===== src/rtl/dds_cmd_pkg.sv =====
// Shared constants for the DDS command scheduler: command/status codes,
// frame field offsets within the 88-bit frame, and the scheduler FSM encoding.
package dds_cmd_pkg;

  localparam logic [7:0] CMD_WR_ALL   = 8'h01;
  localparam logic [7:0] CMD_WR_FWORD = 8'h02;
  localparam logic [7:0] CMD_WR_OUTEN = 8'h03;
  localparam logic [7:0] CMD_QUERY    = 8'h04;

  localparam logic [7:0] STAT_ACK     = 8'hA5;
  localparam logic [7:0] STAT_BAD_CMD = 8'hE0;
  localparam logic [7:0] STAT_BAD_CH  = 8'hE1;
  localparam logic [7:0] STAT_BUSY_TO = 8'hE2;
  localparam logic [7:0] STAT_OVF     = 8'hE3;

  // rev_data0 occupies the top byte, rev_data10 the bottom byte
  localparam int FRAME_W   = 88;
  localparam int CMD_OFS   = 80;
  localparam int CH_OFS    = 72;
  localparam int FWORD_OFS = 40;
  localparam int PWORD_OFS = 24;
  localparam int AMP_OFS   = 16;
  localparam int OUTEN_OFS = 15;
  localparam int WAVE_OFS  = 8;
  localparam int TAG_OFS   = 0;

  typedef enum logic [2:0] {
    ST_IDLE,
    ST_DECODE,
    ST_WAIT_DDS,
    ST_LOAD,
    ST_TX0,
    ST_TX0_W,
    ST_TX1,
    ST_TX1_W
  } state_t;

  function automatic logic [7:0] sat_inc8(input logic [7:0] v);
    return (v == 8'hFF) ? v : v + 8'd1;
  endfunction

endpackage


===== src/rtl/cmd_fifo.sv =====
// Synchronous first-word-fall-through FIFO. A push into a full FIFO is
// accepted only when a pop happens in the same cycle.
module cmd_fifo #(
  parameter int DATA_W     = 88,
  parameter int FIFO_DEPTH = 4
) (
  input  logic                        clk,
  input  logic                        rst,
  input  logic                        push,
  input  logic                        pop,
  input  logic [DATA_W-1:0]           din,
  output logic [DATA_W-1:0]           dout,
  output logic                        full,
  output logic                        empty,
  output logic [$clog2(FIFO_DEPTH):0] level
);

  localparam int AW = $clog2(FIFO_DEPTH);
  localparam logic [AW:0] FULL_LVL = (AW+1)'(FIFO_DEPTH);

  logic [DATA_W-1:0] mem [FIFO_DEPTH];
  logic [AW-1:0]     wr_ptr;
  logic [AW-1:0]     rd_ptr;
  logic              wr_en;
  logic              rd_en;

  assign full  = (level == FULL_LVL);
  assign empty = (level == '0);
  assign rd_en = pop && !empty;
  assign wr_en = push && (!full || rd_en);
  assign dout  = mem[rd_ptr];

  always_ff @(posedge clk) begin
    if (wr_en) mem[wr_ptr] <= din;
  end

  always_ff @(posedge clk) begin
    if (rst) begin
      wr_ptr <= '0;
      rd_ptr <= '0;
      level  <= '0;
    end else begin
      if (wr_en) wr_ptr <= wr_ptr + AW'(1);
      if (rd_en) rd_ptr <= rd_ptr + AW'(1);
      case ({wr_en, rd_en})
        2'b10:   level <= level + (AW+1)'(1);
        2'b01:   level <= level - (AW+1)'(1);
        default: ;
      endcase
    end
  end

endmodule


===== src/rtl/dds_cmd_sched.sv =====
// Command scheduler: queues received frames, applies each to a DDS channel via
// a busy-aware load handshake, and answers every command with a status/tag reply.
module dds_cmd_sched
  import dds_cmd_pkg::*;
#(
  parameter int FIFO_DEPTH   = 4,
  parameter int BUSY_TIMEOUT = 50000,
  parameter int NUM_CH       = 2
) (
  input  logic                        sys_clk,
  input  logic                        sys_rst_n,
  input  logic                        recv_done,
  input  logic [7:0]                  rev_data0,
  input  logic [7:0]                  rev_data1,
  input  logic [7:0]                  rev_data2,
  input  logic [7:0]                  rev_data3,
  input  logic [7:0]                  rev_data4,
  input  logic [7:0]                  rev_data5,
  input  logic [7:0]                  rev_data6,
  input  logic [7:0]                  rev_data7,
  input  logic [7:0]                  rev_data8,
  input  logic [7:0]                  rev_data9,
  input  logic [7:0]                  rev_data10,
  output logic                        cfg_ch,
  output logic [31:0]                 cfg_fword,
  output logic [11:0]                 cfg_pword,
  output logic [7:0]                  cfg_amp,
  output logic [1:0]                  cfg_wave,
  output logic                        cfg_out_en,
  output logic                        cfg_load,
  input  logic                        dds_busy,
  output logic [7:0]                  tx_data,
  output logic                        tx_en,
  input  logic                        tx_busy,
  output logic [7:0]                  ovf_cnt,
  output logic [$clog2(FIFO_DEPTH):0] fifo_lvl
);

  localparam int CNT_W = (BUSY_TIMEOUT > 1) ? $clog2(BUSY_TIMEOUT) : 1;

  state_t             state, state_nxt;
  logic [FRAME_W-1:0] frame_in, fifo_dout, cmd_q;
  logic               fifo_full, fifo_empty;
  logic               pop, drop;
  logic               reply_set, nak_take, do_load, do_tx, cnt_clr, cnt_inc;
  logic [7:0]         status_q, tag_q, status_nxt, tag_nxt;
  logic               nak_pend;
  logic [7:0]         nak_tag;
  logic [CNT_W-1:0]   to_cnt;
  logic               tx_seen;

  logic [7:0]  f_cmd, f_chb, f_tag, f_amp;
  logic        f_ch, f_out_en, bad_cmd, bad_ch;
  logic [31:0] f_fword;
  logic [11:0] f_pword;
  logic [1:0]  f_wave;
  logic        unused_bits;

  logic [31:0] sh_fword [NUM_CH];
  logic [11:0] sh_pword [NUM_CH];
  logic [7:0]  sh_amp   [NUM_CH];
  logic [1:0]  sh_wave  [NUM_CH];
  logic        sh_en    [NUM_CH];

  logic [31:0] ld_fword;
  logic [11:0] ld_pword;
  logic [7:0]  ld_amp;
  logic [1:0]  ld_wave;
  logic        ld_en;

  assign frame_in = {rev_data0, rev_data1, rev_data2, rev_data3, rev_data4, rev_data5,
                     rev_data6, rev_data7, rev_data8, rev_data9, rev_data10};

  cmd_fifo #(
    .DATA_W     (FRAME_W),
    .FIFO_DEPTH (FIFO_DEPTH)
  ) u_fifo (
    .clk   (sys_clk),
    .rst   (sys_rst_n),
    .push  (recv_done),
    .pop   (pop),
    .din   (frame_in),
    .dout  (fifo_dout),
    .full  (fifo_full),
    .empty (fifo_empty),
    .level (fifo_lvl)
  );

  // A full FIFO still takes the frame if the scheduler pops in the same cycle
  assign drop = recv_done && fifo_full && !pop;

  assign f_cmd       = cmd_q[CMD_OFS +: 8];
  assign f_chb       = cmd_q[CH_OFS +: 8];
  assign f_ch        = cmd_q[CH_OFS];
  assign f_fword     = cmd_q[FWORD_OFS +: 32];
  assign f_pword     = cmd_q[PWORD_OFS +: 12];
  assign f_amp       = cmd_q[AMP_OFS +: 8];
  assign f_wave      = cmd_q[WAVE_OFS +: 2];
  assign f_out_en    = cmd_q[OUTEN_OFS];
  assign f_tag       = cmd_q[TAG_OFS +: 8];
  assign bad_cmd     = (f_cmd < CMD_WR_ALL) || (f_cmd > CMD_QUERY);
  assign bad_ch      = (f_chb >= 8'(NUM_CH));
  assign unused_bits = ^{cmd_q[PWORD_OFS+12 +: 4], cmd_q[WAVE_OFS+2 +: 5]};

  always_comb begin
    ld_fword = sh_fword[f_ch];
    ld_pword = sh_pword[f_ch];
    ld_amp   = sh_amp[f_ch];
    ld_wave  = sh_wave[f_ch];
    ld_en    = sh_en[f_ch];
    case (f_cmd)
      CMD_WR_ALL: begin
        ld_fword = f_fword;
        ld_pword = f_pword;
        ld_amp   = f_amp;
        ld_wave  = f_wave;
        ld_en    = f_out_en;
      end
      CMD_WR_FWORD: ld_fword = f_fword;
      CMD_WR_OUTEN: ld_en    = f_out_en;
      default: ;
    endcase
  end

  always_ff @(posedge sys_clk) begin
    if (sys_rst_n) state <= ST_IDLE;
    else           state <= state_nxt;
  end

  always_comb begin
    state_nxt  = state;
    pop        = 1'b0;
    reply_set  = 1'b0;
    nak_take   = 1'b0;
    do_load    = 1'b0;
    do_tx      = 1'b0;
    cnt_clr    = 1'b0;
    cnt_inc    = 1'b0;
    status_nxt = status_q;
    tag_nxt    = f_tag;
    case (state)
      ST_IDLE: begin
        if (nak_pend) begin
          reply_set  = 1'b1;
          nak_take   = 1'b1;
          status_nxt = STAT_OVF;
          tag_nxt    = nak_tag;
          state_nxt  = ST_TX0;
        end else if (!fifo_empty) begin
          pop       = 1'b1;
          state_nxt = ST_DECODE;
        end
      end
      ST_DECODE: begin
        state_nxt = ST_TX0;
        reply_set = 1'b1;
        if (bad_cmd)                 status_nxt = STAT_BAD_CMD;
        else if (f_cmd == CMD_QUERY) status_nxt = 8'(fifo_lvl);
        else if (bad_ch)             status_nxt = STAT_BAD_CH;
        else begin
          reply_set = 1'b0;
          cnt_clr   = 1'b1;
          state_nxt = ST_WAIT_DDS;
        end
      end
      ST_WAIT_DDS: begin
        if (!dds_busy) begin
          do_load   = 1'b1;
          state_nxt = ST_LOAD;
        end else if (to_cnt == CNT_W'(BUSY_TIMEOUT - 1)) begin
          reply_set  = 1'b1;
          status_nxt = STAT_BUSY_TO;
          state_nxt  = ST_TX0;
        end else begin
          cnt_inc = 1'b1;
        end
      end
      ST_LOAD: begin
        reply_set  = 1'b1;
        status_nxt = STAT_ACK;
        state_nxt  = ST_TX0;
      end
      ST_TX0, ST_TX1: begin
        if (!tx_busy) begin
          do_tx     = 1'b1;
          state_nxt = (state == ST_TX0) ? ST_TX0_W : ST_TX1_W;
        end
      end
      // Transmitter raises busy the cycle after tx_en; wait for the full pulse
      ST_TX0_W, ST_TX1_W: begin
        if (tx_seen && !tx_busy) state_nxt = (state == ST_TX0_W) ? ST_TX1 : ST_IDLE;
      end
      default: state_nxt = ST_IDLE;
    endcase
  end

  always_ff @(posedge sys_clk) begin
    if (sys_rst_n) begin
      cmd_q      <= '0;
      status_q   <= '0;
      tag_q      <= '0;
      to_cnt     <= '0;
      tx_seen    <= 1'b0;
      nak_pend   <= 1'b0;
      nak_tag    <= '0;
      ovf_cnt    <= '0;
      cfg_ch     <= 1'b0;
      cfg_fword  <= '0;
      cfg_pword  <= '0;
      cfg_amp    <= '0;
      cfg_wave   <= '0;
      cfg_out_en <= 1'b0;
      cfg_load   <= 1'b0;
      tx_data    <= '0;
      tx_en      <= 1'b0;
      for (int i = 0; i < NUM_CH; i++) begin
        sh_fword[i] <= '0;
        sh_pword[i] <= '0;
        sh_amp[i]   <= '0;
        sh_wave[i]  <= '0;
        sh_en[i]    <= 1'b0;
      end
    end else begin
      cfg_load <= do_load;
      tx_en    <= do_tx;
      if (pop) cmd_q <= fifo_dout;
      if (reply_set) begin
        status_q <= status_nxt;
        tag_q    <= tag_nxt;
      end
      if (cnt_clr)      to_cnt <= '0;
      else if (cnt_inc) to_cnt <= to_cnt + CNT_W'(1);
      if (do_tx)        tx_seen <= 1'b0;
      else if (tx_busy) tx_seen <= 1'b1;
      // A new drop wins over clearing, so the latest dropped tag is never lost
      if (drop) begin
        nak_pend <= 1'b1;
        nak_tag  <= frame_in[TAG_OFS +: 8];
        ovf_cnt  <= sat_inc8(ovf_cnt);
      end else if (nak_take) begin
        nak_pend <= 1'b0;
      end
      if (do_tx) tx_data <= (state == ST_TX1) ? tag_q : status_q;
      if (do_load) begin
        cfg_ch         <= f_ch;
        cfg_fword      <= ld_fword;
        cfg_pword      <= ld_pword;
        cfg_amp        <= ld_amp;
        cfg_wave       <= ld_wave;
        cfg_out_en     <= ld_en;
        sh_fword[f_ch] <= ld_fword;
        sh_pword[f_ch] <= ld_pword;
        sh_amp[f_ch]   <= ld_amp;
        sh_wave[f_ch]  <= ld_wave;
        sh_en[f_ch]    <= ld_en;
      end
    end
  end

endmodule


===== config.mk =====
export PLATFORM = sky130hd
export DESIGN_NAME = dds_cmd_sched
export DESIGN_NICKNAME = d
export VERILOG_FILES = /design/src/rtl/dds_cmd_pkg.sv /design/src/rtl/cmd_fifo.sv /design/src/rtl/dds_cmd_sched.sv
export SDC_FILE = /design/constraint.sdc
export NUM_CORES = 1
export LEC_CHECK = 0
export ABC_AREA = 1
export CELL_PAD_IN_SITES_DETAIL_PLACEMENT = 1
export CELL_PAD_IN_SITES_GLOBAL_PLACEMENT = 2
export CORE_MARGIN = 2
export CORE_UTILIZATION = 41
export CTS_CLUSTER_SIZE = 14
export DETAILED_ROUTE_END_ITERATION = 16
export PLACE_DENSITY_LB_ADDON = 0.1
export SLEW_MARGIN = 20
export SYNTH_ARGS = -nofsm -noshare
export SYNTH_HDL_FRONTEND = slang
export SYNTH_SLANG_ARGS = --single-unit

===== constraint.sdc =====
create_clock -name sys_clk -period 7.7 [get_ports sys_clk]
set_clock_uncertainty 0.2 [all_clocks]
set_input_delay 0.77 -clock sys_clk [delete_from_list [all_inputs] [get_ports sys_clk]]
set_output_delay 0.77 -clock sys_clk [all_outputs]
set_load 0.03 [all_outputs]

# Word level (Yosys, flattened, before mapping)
# Memory sizes are Yosys's and may differ from the RTL's. A register that Yosys moved wholly into a read port is not among the register bits.
# Cells that the tools add are included.
[totals]
inputBits = 93
mem_count = 6
ramBits = 462
register_bits = 126
output_inout_bits = 77
[mem_list]
columns = ["memory", "depth", "word_bits", "rd", "rd_ports_with_merged_regs", "wr", "line", "rtl"]
rows = [
  ["u_fifo.mem", 4, 88, 1, 1, 1, "cmd_fifo.sv:21", "logic [DATA_W-1:0] mem [FIFO_DEPTH];"],
  ["sh_fword", 2, 32, 1, 0, 2, "dds_cmd_sched.sv:59", "logic [31:0] sh_fword [NUM_CH];"],
  ["sh_pword", 2, 12, 1, 0, 2, "dds_cmd_sched.sv:60", "logic [11:0] sh_pword [NUM_CH];"],
  ["sh_amp", 2, 8, 1, 0, 2, "dds_cmd_sched.sv:61", "logic [7:0] sh_amp [NUM_CH];"],
  ["sh_wave", 2, 2, 1, 0, 2, "dds_cmd_sched.sv:62", "logic [1:0] sh_wave [NUM_CH];"],
  ["sh_en", 2, 1, 1, 0, 2, "dds_cmd_sched.sv:63", "logic sh_en [NUM_CH];"],
]
[op_classes]
bitwise_logic = 1
eq_ne = 24
reduce_logical = 30
n_mux = 74
magnitude_cmp = 3
addsub = 6
[ops]
columns = ["operator", "n"]
rows = [
  ["8-bit two-way mux", 11],
  ["32-bit two-way mux", 2],
  ["1-bit two-way mux", 42],
  ["8-bit one-hot mux with 4 select lines", 1],
  ["32-bit OR reduction", 1],
  ["3-bit two-way mux", 10],
  ["12-bit two-way mux", 2],
  ["3-bit one-hot mux with 6 select lines", 1],
  ["16-bit by 1-bit adder with 16-bit output (second input constant)", 1],
  ["16-bit == test (second input constant)", 1],
  ["8-bit by 2-bit == test with 1-bit output (second input constant)", 2],
  ["3-bit == test (second input constant)", 5],
  ["2-bit OR reduction", 7],
  ["12-bit OR reduction", 1],
  ["2-bit != test (second input constant)", 5],
  ["8-bit by 1-bit adder with 8-bit output (second input constant)", 1],
  ["8-bit by 1-bit == test with 1-bit output (second input constant)", 1],
  ["8-bit by 3-bit == test with 1-bit output (second input constant)", 1],
  ["8-bit == test (second input constant)", 1],
  ["8-bit by 2-bit greater-or-equal comparator with 1-bit output (second input constant)", 1],
  ["8-bit by 3-bit greater-than comparator with 1-bit output (second input constant)", 1],
  ["8-bit by 1-bit less-than comparator with 1-bit output (second input constant)", 1],
  ["8-bit OR reduction", 1],
  ["3-bit by 2-bit == test with 1-bit output (second input constant)", 2],
  ["other kinds (22)", 36],
]

# Depth between registers and ports, before layout
# Gate-level depths: netlist of run 1.
[logic_depth]
word_depth = 9
depth_mapped = 13
depth_no_buf = 11

# Hierarchy
# Synthesis of run 1 repeated with hierarchy kept, for this count alone.
[unflattened]
hier_cells = 2489
hier_area_um2 = 26935.8
[by_module_without_submodules]
columns = ["mod", "area_per_inst_um2", "cells_each", "seq_area_each_um2", "n_inst"]
rows = [
  ["cmd_fifo", 13516.7, 924, 10750.3, 1],
  ["dds_cmd_sched", 13419.1, 1565, 7226.9, 1],
]

# Worst setup path after synthesis of run 1
# OpenSTA, ideal clock, no wires.
[synth_timing]
path_type = "reg-to-reg"
startpoint = "register state[2]"
endpoint = "memory u_fifo.mem[0][0] (enable)"
period_less_slack_ns = 4.963
t_arrival_ns = 4.246
path_stages_with_launch = 7
path_slack_ns = 2.737
setup_time_ns = 0.517
required_ns = 6.983
cell_sequence = "dfxtp_1 -> buf_2 -> nor2_4 -> nand3b_2 -> nand2_1 -> nand2_1 -> nor2_1"
[synth_between]
elab_chain_cells = 7
[synth_rtl]
columns = ["element", "line", "rtl"]
rows = [
  ["start, declared", "dds_cmd_sched.sv:41", "state_t state, state_nxt;"],
  ["start signal, assigned", "dds_cmd_sched.sv:127", "else state <= state_nxt;"],
  ["3-bit logical NOT", "dds_cmd_sched.sv:141", "case (state)"],
  ["1-bit two-way mux", "dds_cmd_sched.sv:141", ""],
  ["1-bit logical AND", "cmd_fifo.sv:29", "assign rd_en = pop && !empty;"],
  ["1-bit logical OR", "cmd_fifo.sv:30", "assign wr_en = push && (!full || rd_en);"],
  ["1-bit logical AND", "cmd_fifo.sv:30", ""],
  ["1-bit two-way mux", "cmd_fifo.sv:34", "if (wr_en) mem[wr_ptr] <= din;"],
  ["1-bit two-way mux (not written as such)", "cmd_fifo.sv:34", ""],
  ["end, declared", "cmd_fifo.sv:21", ""],
]
# Every way passes these cells.

# Worst setup path in the final report of run 1
[layout_timing]
startpoint = "register state[1]"
endpoint = "memory u_fifo.mem[3][68] (enable)"
# The elaborated chain is that of the path after synthesis.

==> reports/qor.json, run 1 <==
{
  "route": {
    "post_drt_wl_per_cell_um": 20.1,
    "routed_via_density": 5.22,
    "detail_route.wirelength_um": 70000,
    "firstDrtPassIters": 5,
    "ant_nets": 0,
    "detail_route.drc_violations": 0,
    "vias": 18200,
    "first_iter_violations": 949
  },
  "power_and_ir_drop": {
    "pleak_nw": 11.1,
    "pd_cells_nw_per_um2": 335,
    "ir_drop_mv": 0.204,
    "total_power_w": 0.00999
  },
  "sta": {
    "achievable-frequency_mhz": 277,
    "tns_ps": 0,
    "grt_setup_unrepaired": "no",
    "fin_crit_ps": 3610,
    "final.period_utilization_pct": 46.9,
    "timing_max_transition_violations_final": 0,
    "report.final.setup_viol": 0,
    "tightest_slew_ps": 1090,
    "maxSlewHeadroom_pct": 27.2,
    "timing_hold_violations_final": 0
  },
  "logic_synthesis": {
    "ys_top_cells_by_count": "505 x sky130_fd_sc_hd__nor2_1, 426 x sky130_fd_sc_hd__edfxtp_1, 424 x sky130_fd_sc_hd__nand2_1, 326 x sky130_fd_sc_hd__o21ai_0, 202 x sky130_fd_sc_hd__dfxtp_1",
    "synthDistinctLibCells": 34,
    "synth_seq_cells": 628,
    "post_synthesis_average_cell_area_um2": 10.0,
    "synth_seq_area_share_pct": 66.2,
    "synth_area_leader_cell": "sky130_fd_sc_hd__edfxtp_1",
    "post_synth_main_area_contributors": "sky130_fd_sc_hd__edfxtp_1 50%, sky130_fd_sc_hd__dfxtp_1 16%, sky130_fd_sc_hd__nor2_1 7.5%",
    "synth-main-ff-cell": "sky130_fd_sc_hd__edfxtp_1",
    "synth-warning-count": 0,
    "mappedNetlistArea_um2": 25400,
    "synthesis.nets": 2637,
    "synth-edff-count": 426,
    "most_frequent_cell_after_synthesis": "sky130_fd_sc_hd__nor2_1",
    "async_flop_share_pct": 0,
    "synth_top_area_share_pct": 50.3,
    "syn_inst": 2536
  },
  "clock_network": {
    "postCtsResizedCells": 0,
    "insertion_delay_ps": 600,
    "postCtsSetupRepairBufs": 0,
    "cts.path.max_buffers": 3,
    "hold_buffers": 0,
    "clock_pin_slew_reported_for_the_worst_setup_and_hold_paths_after_clock_tree_synthesis_ps": 60,
    "cts_tree": "built",
    "cts.sinks": 628,
    "cts_buffers": 70,
    "clockRootBuffer": "sky130_fd_sc_hd__clkbuf_16",
    "htreeDepth": 3
  },
  "global_routing": {
    "grt_usage_pct": 22.2,
    "first_global_vias": 19200,
    "grt_antenna_before_repair": 0,
    "grt_pass1_wl_um": 109000,
    "overflow": 0,
    "grt_start_max_net_pins": 109
  },
  "die": {
    "start_util_pct": 41.4,
    "floorplan.die.height_um": 253,
    "design.portCount": 170,
    "rows": 91,
    "fp.dieW_um": 253,
    "die_area_um2": 64000,
    "fp.coreArea_um2": 61500
  },
  "min_path": {
    "hold_path_class": "reg -> reg"
  },
  "placement": {
    "dpl.cell_count": 3362,
    "gp_congestion": 0.763,
    "numPortBuffers": 160,
    "place_area_um2": 27600,
    "place.detailed.hpwl_um": 39100
  },
  "worst_setup_path": {
    "path_cells": "inv_1 > nand3b_2 > nand2_1 > nand2_1 > nor2_4 > buf_4 > buf_4",
    "cp_slowest_stage_delay_ps": 650,
    "timing.critical_path.max_delay_family": "buffers and inverters",
    "cpMaxStageDelayCell": "sky130_fd_sc_hd__buf_4",
    "path_max_fanout": 34,
    "end_kind": "flop",
    "start_kind": "flop",
    "crit_buf_inv": 3,
    "criticalPathCategory": "reg -> reg",
    "worst-endpoint-required_ps": 7730,
    "arrival_ps": 3640
  },
  "layout": {
    "final_design_area_no_fill_um2": 29800,
    "drive_gt1_share_pct": 5.55,
    "final_cells": 3492,
    "finish.net_count": 2746,
    "diodes": 0,
    "final_util_pct": 48.5,
    "synthToLayoutAreaGrowth_pct": 17.3
  },
  "run_status": {
    "run_status": "completed"
  },
  "flow_run": {
    "maxCapViolations": 0
  }
}
## routing by layer
layer	up-vias	wire length [um]	GRT usage, %
met5	-	0	0
met4	0	1490	6.20
met3	99	2560	2.93
met2	318	34200	38.1
met1	9052	31800	29.5
li1	8746	-	-
## state kept, by name (all words and copies together) (netlist names), 4 cells and up
signal / count
nak_tag: 8
sh_fword: 64
cfg_amp: 8
tag_q: 8
u_fifo.mem: 316
cmd_q: 79
status_q: 5
cfg_fword: 32
tx_data: 8
to_cnt: 16
sh_pword: 24
ovf_cnt: 8
cfg_pword: 12
sh_wave: 4
sh_amp: 16
## worst reg2reg max path, stage by stage, from the launching register on
cell and delay (ps):
sky130_fd_sc_hd__dfxtp_1 400, sky130_fd_sc_hd__inv_1 180, sky130_fd_sc_hd__nand3b_2 170, sky130_fd_sc_hd__nand2_1 100, sky130_fd_sc_hd__nand2_1 330, sky130_fd_sc_hd__nor2_4 550, sky130_fd_sc_hd__buf_4 650, sky130_fd_sc_hd__buf_4 640
## cell usage in the layout (no fill, tap or decap), types with 42 or more instances in the layout
cell type and count:
sky130_fd_sc_hd__dfxtp_1 199, sky130_fd_sc_hd__a31oi_1 79, sky130_fd_sc_hd__inv_1 169, sky130_fd_sc_hd__nor2_1 501, sky130_fd_sc_hd__nand3_1 62, sky130_fd_sc_hd__nand2_1 420, sky130_fd_sc_hd__a21oi_1 42, sky130_fd_sc_hd__clkdlybuf4s50_1 160
sky130_fd_sc_hd__clkbuf_16 73, sky130_fd_sc_hd__o21ai_0 326, sky130_fd_sc_hd__edfxtp_1 426
## where the power goes
group / leakage (nW) / internal, W / switching (W)
registers: 5.69 / 0.00406 / 0.000246
clock network: 1.08 / 0.00188 / 0.00133
logic: 4.35 / 0.000707 / 0.00176
total: 11.1 / 0.00665 / 0.00334
## worst paths after layout
kind,from,to,slack (ps),cells after the start
max,state[1],u_fifo.mem[3][68],4090,7
min,nak_tag[2],nak_tag[2],250,2
max reg2reg,state[1],u_fifo.mem[3][68],4090,7
min reg2reg,nak_tag[2],nak_tag[2],250,2
## logic make-up (layout without fill, tap and decap cells)
logic type / after synthesis / after routing / synth area share, %
AO/OA/AOI/OAI: 506 / 506 / 10.9
AND/OR/NAND/NOR: 1057 / 1057 / 16.7
flip-flops: 628 / 628 / 66.2
adder cells (fa/ha/maj): 8 / 8 / 0.423
XOR/XNOR: 13 / 13 / 0.448
buffers and inverters: 324 / 490 / 5.26
## layout make-up
| cell class | instances | area (um2) |
|---|---|---|
| well taps | 790 | 988 |
| multi-input cells | 1584 | 7310 |
| clock buffers | 105 | 2020 |
| fillers | 6731 | 31700 |
| repair buffers | 187 | 1830 |
| clock inverters | 24 | 180 |
| inverters | 174 | 664 |
| flip-flops and latches | 628 | 16800 |
## stage by stage
step / hold WS (ps) / setup slack [ps]
floorplan: 225 / 2740
global placement: 234 / 3530
detailed placement: 244 / 3520
CTS: 253 / 4020
global route: 268 / 3830
finish: 248 / 4090
Note: power is estimated with default switching activity, not from simulation.
==> run 2: changes to the inputs <==
CORE_UTILIZATION = 38   (was 41)
clock period = 3.4 ns   (was 7.7 ns; I/O delays follow)
==> run 2 against run 1 <==
Sequential share of layout area decreased by 0.94 points. Global-route usage shrank 2.1 points. Register-to-register slack lost 3500 ps. First-iteration DRC count down 20%. Total power increased by 130%. Non-clock buffer count up 8. Cell count grew 2.5%. Clock power up 140%. Via count fell by 0.88%. Flip-flop and latch count unchanged. Setup slack worse by 3500 ps. Die area rose by 7.8%. Critical path type unchanged.
==> reports/qor.json, run 2 (synthesized netlist as in run 1, its figures left out) <==
{
  "worst_setup_path": {
    "worst-endpoint-required": {"value": 3690, "unit": "ps", "change": "-4040 ps"},
    "critPathLaunch": "state[1]",
    "path_max_fanout": {"value": 9, "change": "-74%"},
    "cpMaxStageDelayCell": "sky130_fd_sc_hd__dfxtp_1",
    "start_kind": "flop",
    "crit_buf_inv": {"value": 2, "change": "-1"},
    "path_cells": "inv_1 > nand3b_2 > nand2_1 > nand2_1 > ha_1 > inv_1 > fa_1 > a21oi_1 > o21ai_0 > o21ai_0 > a21oi_1",
    "criticalPathCategory": "reg -> reg",
    "reg2reg_from": "state[1]",
    "timing.critical_path.max_delay_family": "simple AND/OR/NAND/NOR gates",
    "cp_slowest_stage_delay": {"value": 500, "unit": "ps", "change": "-150 ps"},
    "arrival": {"value": 3090, "unit": "ps", "change": "-550 ps"},
    "end_kind": "flop"
  },
  "die": {
    "rows": {"value": 94, "change": "+3.3%"},
    "fp.dieW": {"value": 263, "unit": "um", "change": "+3.8%"},
    "start_util": {"value": 38.5, "unit": "%", "change": "-2.8 points"},
    "floorplan.die.height": {"value": 263, "unit": "um", "change": "+3.8%"},
    "design.portCount": {"value": 170, "change": "unchanged"},
    "die_area": {"value": 69000, "unit": "um2", "change": "+7.8%"},
    "fp.coreArea": {"value": 66000, "unit": "um2", "change": "+7.3%"}
  },
  "min_path": {
    "worst_hold_launch": "rev_data1[3]",
    "hold_path_class": "in -> reg"
  },
  "global_routing": {
    "first_global_vias": {"value": 19000, "change": "-1.0%"},
    "grt_pass1_wl": {"value": 108000, "unit": "um", "change": "-0.67%"},
    "grt_antenna_before_repair": {"value": 0, "change": "unchanged"},
    "grt_start_max_net_pins": {"value": 161, "change": "+48%"},
    "grt_usage": {"value": 20.1, "unit": "%", "change": "-2.1 points"},
    "overflow": {"value": 0, "change": "unchanged"}
  },
  "sta": {
    "maxSlewHeadroom": {"value": 45.8, "unit": "%", "change": "+19 points"},
    "tightest_slew": {"value": 812, "unit": "ps", "change": "-279 ps"},
    "final.period_utilization": {"value": 82.2, "unit": "%", "change": "+35 points"},
    "fin_crit": {"value": 2800, "unit": "ps", "change": "-814 ps"},
    "report.final.setup_viol": {"value": 0, "change": "unchanged"},
    "achievable-frequency": {"value": 358, "unit": "MHz", "change": "+29%"},
    "timing_max_transition_violations_final": {"value": 0, "change": "unchanged"},
    "grt_setup_unrepaired": "no",
    "timing_hold_violations_final": {"value": 0, "change": "unchanged"}
  },
  "power_and_ir_drop": {
    "total_power": {"value": 0.0232, "unit": "W", "change": "+130%"},
    "pleak": {"value": 11.3, "unit": "nW", "change": "+1.7%"},
    "pd_cells": {"value": 764, "unit": "nW/um2", "change": "+130%"},
    "ir_drop": {"value": 0.783, "unit": "mV", "change": "+280%"}
  },
  "clock_network": {
    "clockRootBuffer": "sky130_fd_sc_hd__clkbuf_16",
    "cts_tree": "built",
    "cts.path.max_buffers": {"value": 3, "change": "unchanged"},
    "htreeDepth": {"value": 3, "change": "unchanged"},
    "clock_pin_slew_reported_for_the_worst_setup_and_hold_paths_after_clock_tree_synthesis": {"value": 60, "unit": "ps", "change": "about the same"},
    "postCtsSetupRepairBufs": {"value": 0, "change": "unchanged"},
    "hold_buffers": {"value": 0, "change": "unchanged"},
    "insertion_delay": {"value": 610, "unit": "ps", "change": "about the same"},
    "cts.sinks": {"value": 628, "change": "unchanged"},
    "postCtsResizedCells": {"value": 0, "change": "unchanged"},
    "cts_buffers": {"value": 74, "change": "+5.7%"}
  },
  "route": {
    "firstDrtPassIters": {"value": 4, "change": "-1"},
    "vias": {"value": 18100, "change": "-0.88%"},
    "dr_wl_met2": {"value": 34000, "unit": "um", "change": "-0.54%"},
    "detail_route.wirelength": {"value": 69300, "unit": "um", "change": "-1.1%"},
    "detailroute.wirelength.met3": {"value": 2080, "unit": "um", "change": "-19%"},
    "post_drt_wl_per_cell": {"value": 19.4, "unit": "um", "change": "-3.5%"},
    "route.top_layer_used": "met4",
    "ant_nets": {"value": 0, "change": "unchanged"},
    "detail_route.drc_violations": {"value": 0, "change": "unchanged"},
    "first_iter_violations": {"value": 760, "change": "-20%"},
    "wl_met1": {"value": 31800, "unit": "um", "change": "+0.11%"},
    "routed_via_density": {"value": 5.04, "change": "-3.3%"}
  },
  "run_status": {
    "run_status": "completed"
  },
  "layout": {
    "final_util": {"value": 46.0, "unit": "%", "change": "-2.5 points"},
    "fillers": {"value": 7193, "change": "+6.9%"},
    "synthToLayoutAreaGrowth_pct": 19.3,
    "mostFrequentLayoutCell": "sky130_fd_sc_hd__nor2_1",
    "drive_gt1_share": {"value": 6.33, "unit": "%", "change": "+0.78 points"},
    "largest_reg_flops": {"value": 316, "change": "unchanged"},
    "finish.net_count": {"value": 2758, "change": "+0.44%"},
    "largest_registers": "u_fifo.mem (316), cmd_q (79), sh_fword (64)",
    "commonest_cells_after_routing_fill_and_taps_aside": "501 x sky130_fd_sc_hd__nor2_1, 426 x sky130_fd_sc_hd__edfxtp_1, 420 x sky130_fd_sc_hd__nand2_1, 326 x sky130_fd_sc_hd__o21ai_0, 199 x sky130_fd_sc_hd__dfxtp_1",
    "registers.top_by_ff_count": "u_fifo.mem",
    "multiInputGateArea": {"value": 7320, "unit": "um2", "change": "+0.14%"},
    "seqCellArea": {"value": 16800, "unit": "um2", "change": "about the same"}
  },
  "placement": {
    "place.detailed.hpwl": {"value": 39800, "unit": "um", "change": "+1.8%"},
    "numPortBuffers": {"value": 160, "change": "unchanged"},
    "gp_congestion": {"value": 0.749, "change": "-1.9%"}
  },
  "flow_run": {
    "maxCapViolations": {"value": 0, "change": "unchanged"}
  }
}
run 2: layer usage:
layer	up-vias	track usage, %
li1	8771	-
met1	8929	26.3
met2	265	35.2
met3	90	2.65
met4	0	5.27
met5	-	0
run 2: worst register-to-register path, stage by stage, from the launching register on:
cell and delay, ps:
sky130_fd_sc_hd__dfxtp_1 500, sky130_fd_sc_hd__inv_1 150, sky130_fd_sc_hd__nand3b_2 190, sky130_fd_sc_hd__nand2_1 80
sky130_fd_sc_hd__nand2_1 410, sky130_fd_sc_hd__ha_1 240, sky130_fd_sc_hd__inv_1 70, sky130_fd_sc_hd__fa_1 390
sky130_fd_sc_hd__a21oi_1 150, sky130_fd_sc_hd__o21ai_0 110, sky130_fd_sc_hd__o21ai_0 160, sky130_fd_sc_hd__a21oi_1 60
run 2: layout make-up:
class                           instances  area share (%)
Sequential cell                       628            55.5
Multi-Input combinational cell       1584            24.1
Timing Repair Buffer                  195            6.65
Clock buffer                           95            6.64
Tap cell                              864            3.56
Inverter                              174            2.19
Clock inverter                         40            1.30
Antenna cell                            1         0.00825
run 2: path summary, 6_finish.rpt:
kind / end / slack, ps / cells after the start
setup / recovery: u_fifo.level[2] / 600 / 11
hold / removal: u_fifo.mem[1][75] / 170 / 1
setup reg to reg: u_fifo.level[2] / 600 / 11
hold reg to reg: nak_tag[6] / 250 / 2
run 2: per-stage QoR:
step / setup TNS (ps) / std cells / hold WS [ps] / setup slack (ps) / instance area (um2)
after CTS: 0 / 3580 / 134 / 600 / 30300
after global placement: 0 / 3445 / 234 / 616 / 27900
final: 0 / 3581 / 166 / 605 / 30300
after floorplan: -88430 / 2536 / 225 / -280 / 25400
after global routing: 0 / 3580 / 147 / 289 / 30300
after detailed placement: 0 / 3445 / 244 / 582 / 27900
run 2: where the power goes:
part           internal [W]  total (W)  switching (W)
Sequential          0.00920    0.00976       0.000568
Clock               0.00472    0.00784        0.00312
Combinational       0.00165    0.00556        0.00391
Total                0.0156     0.0232        0.00760
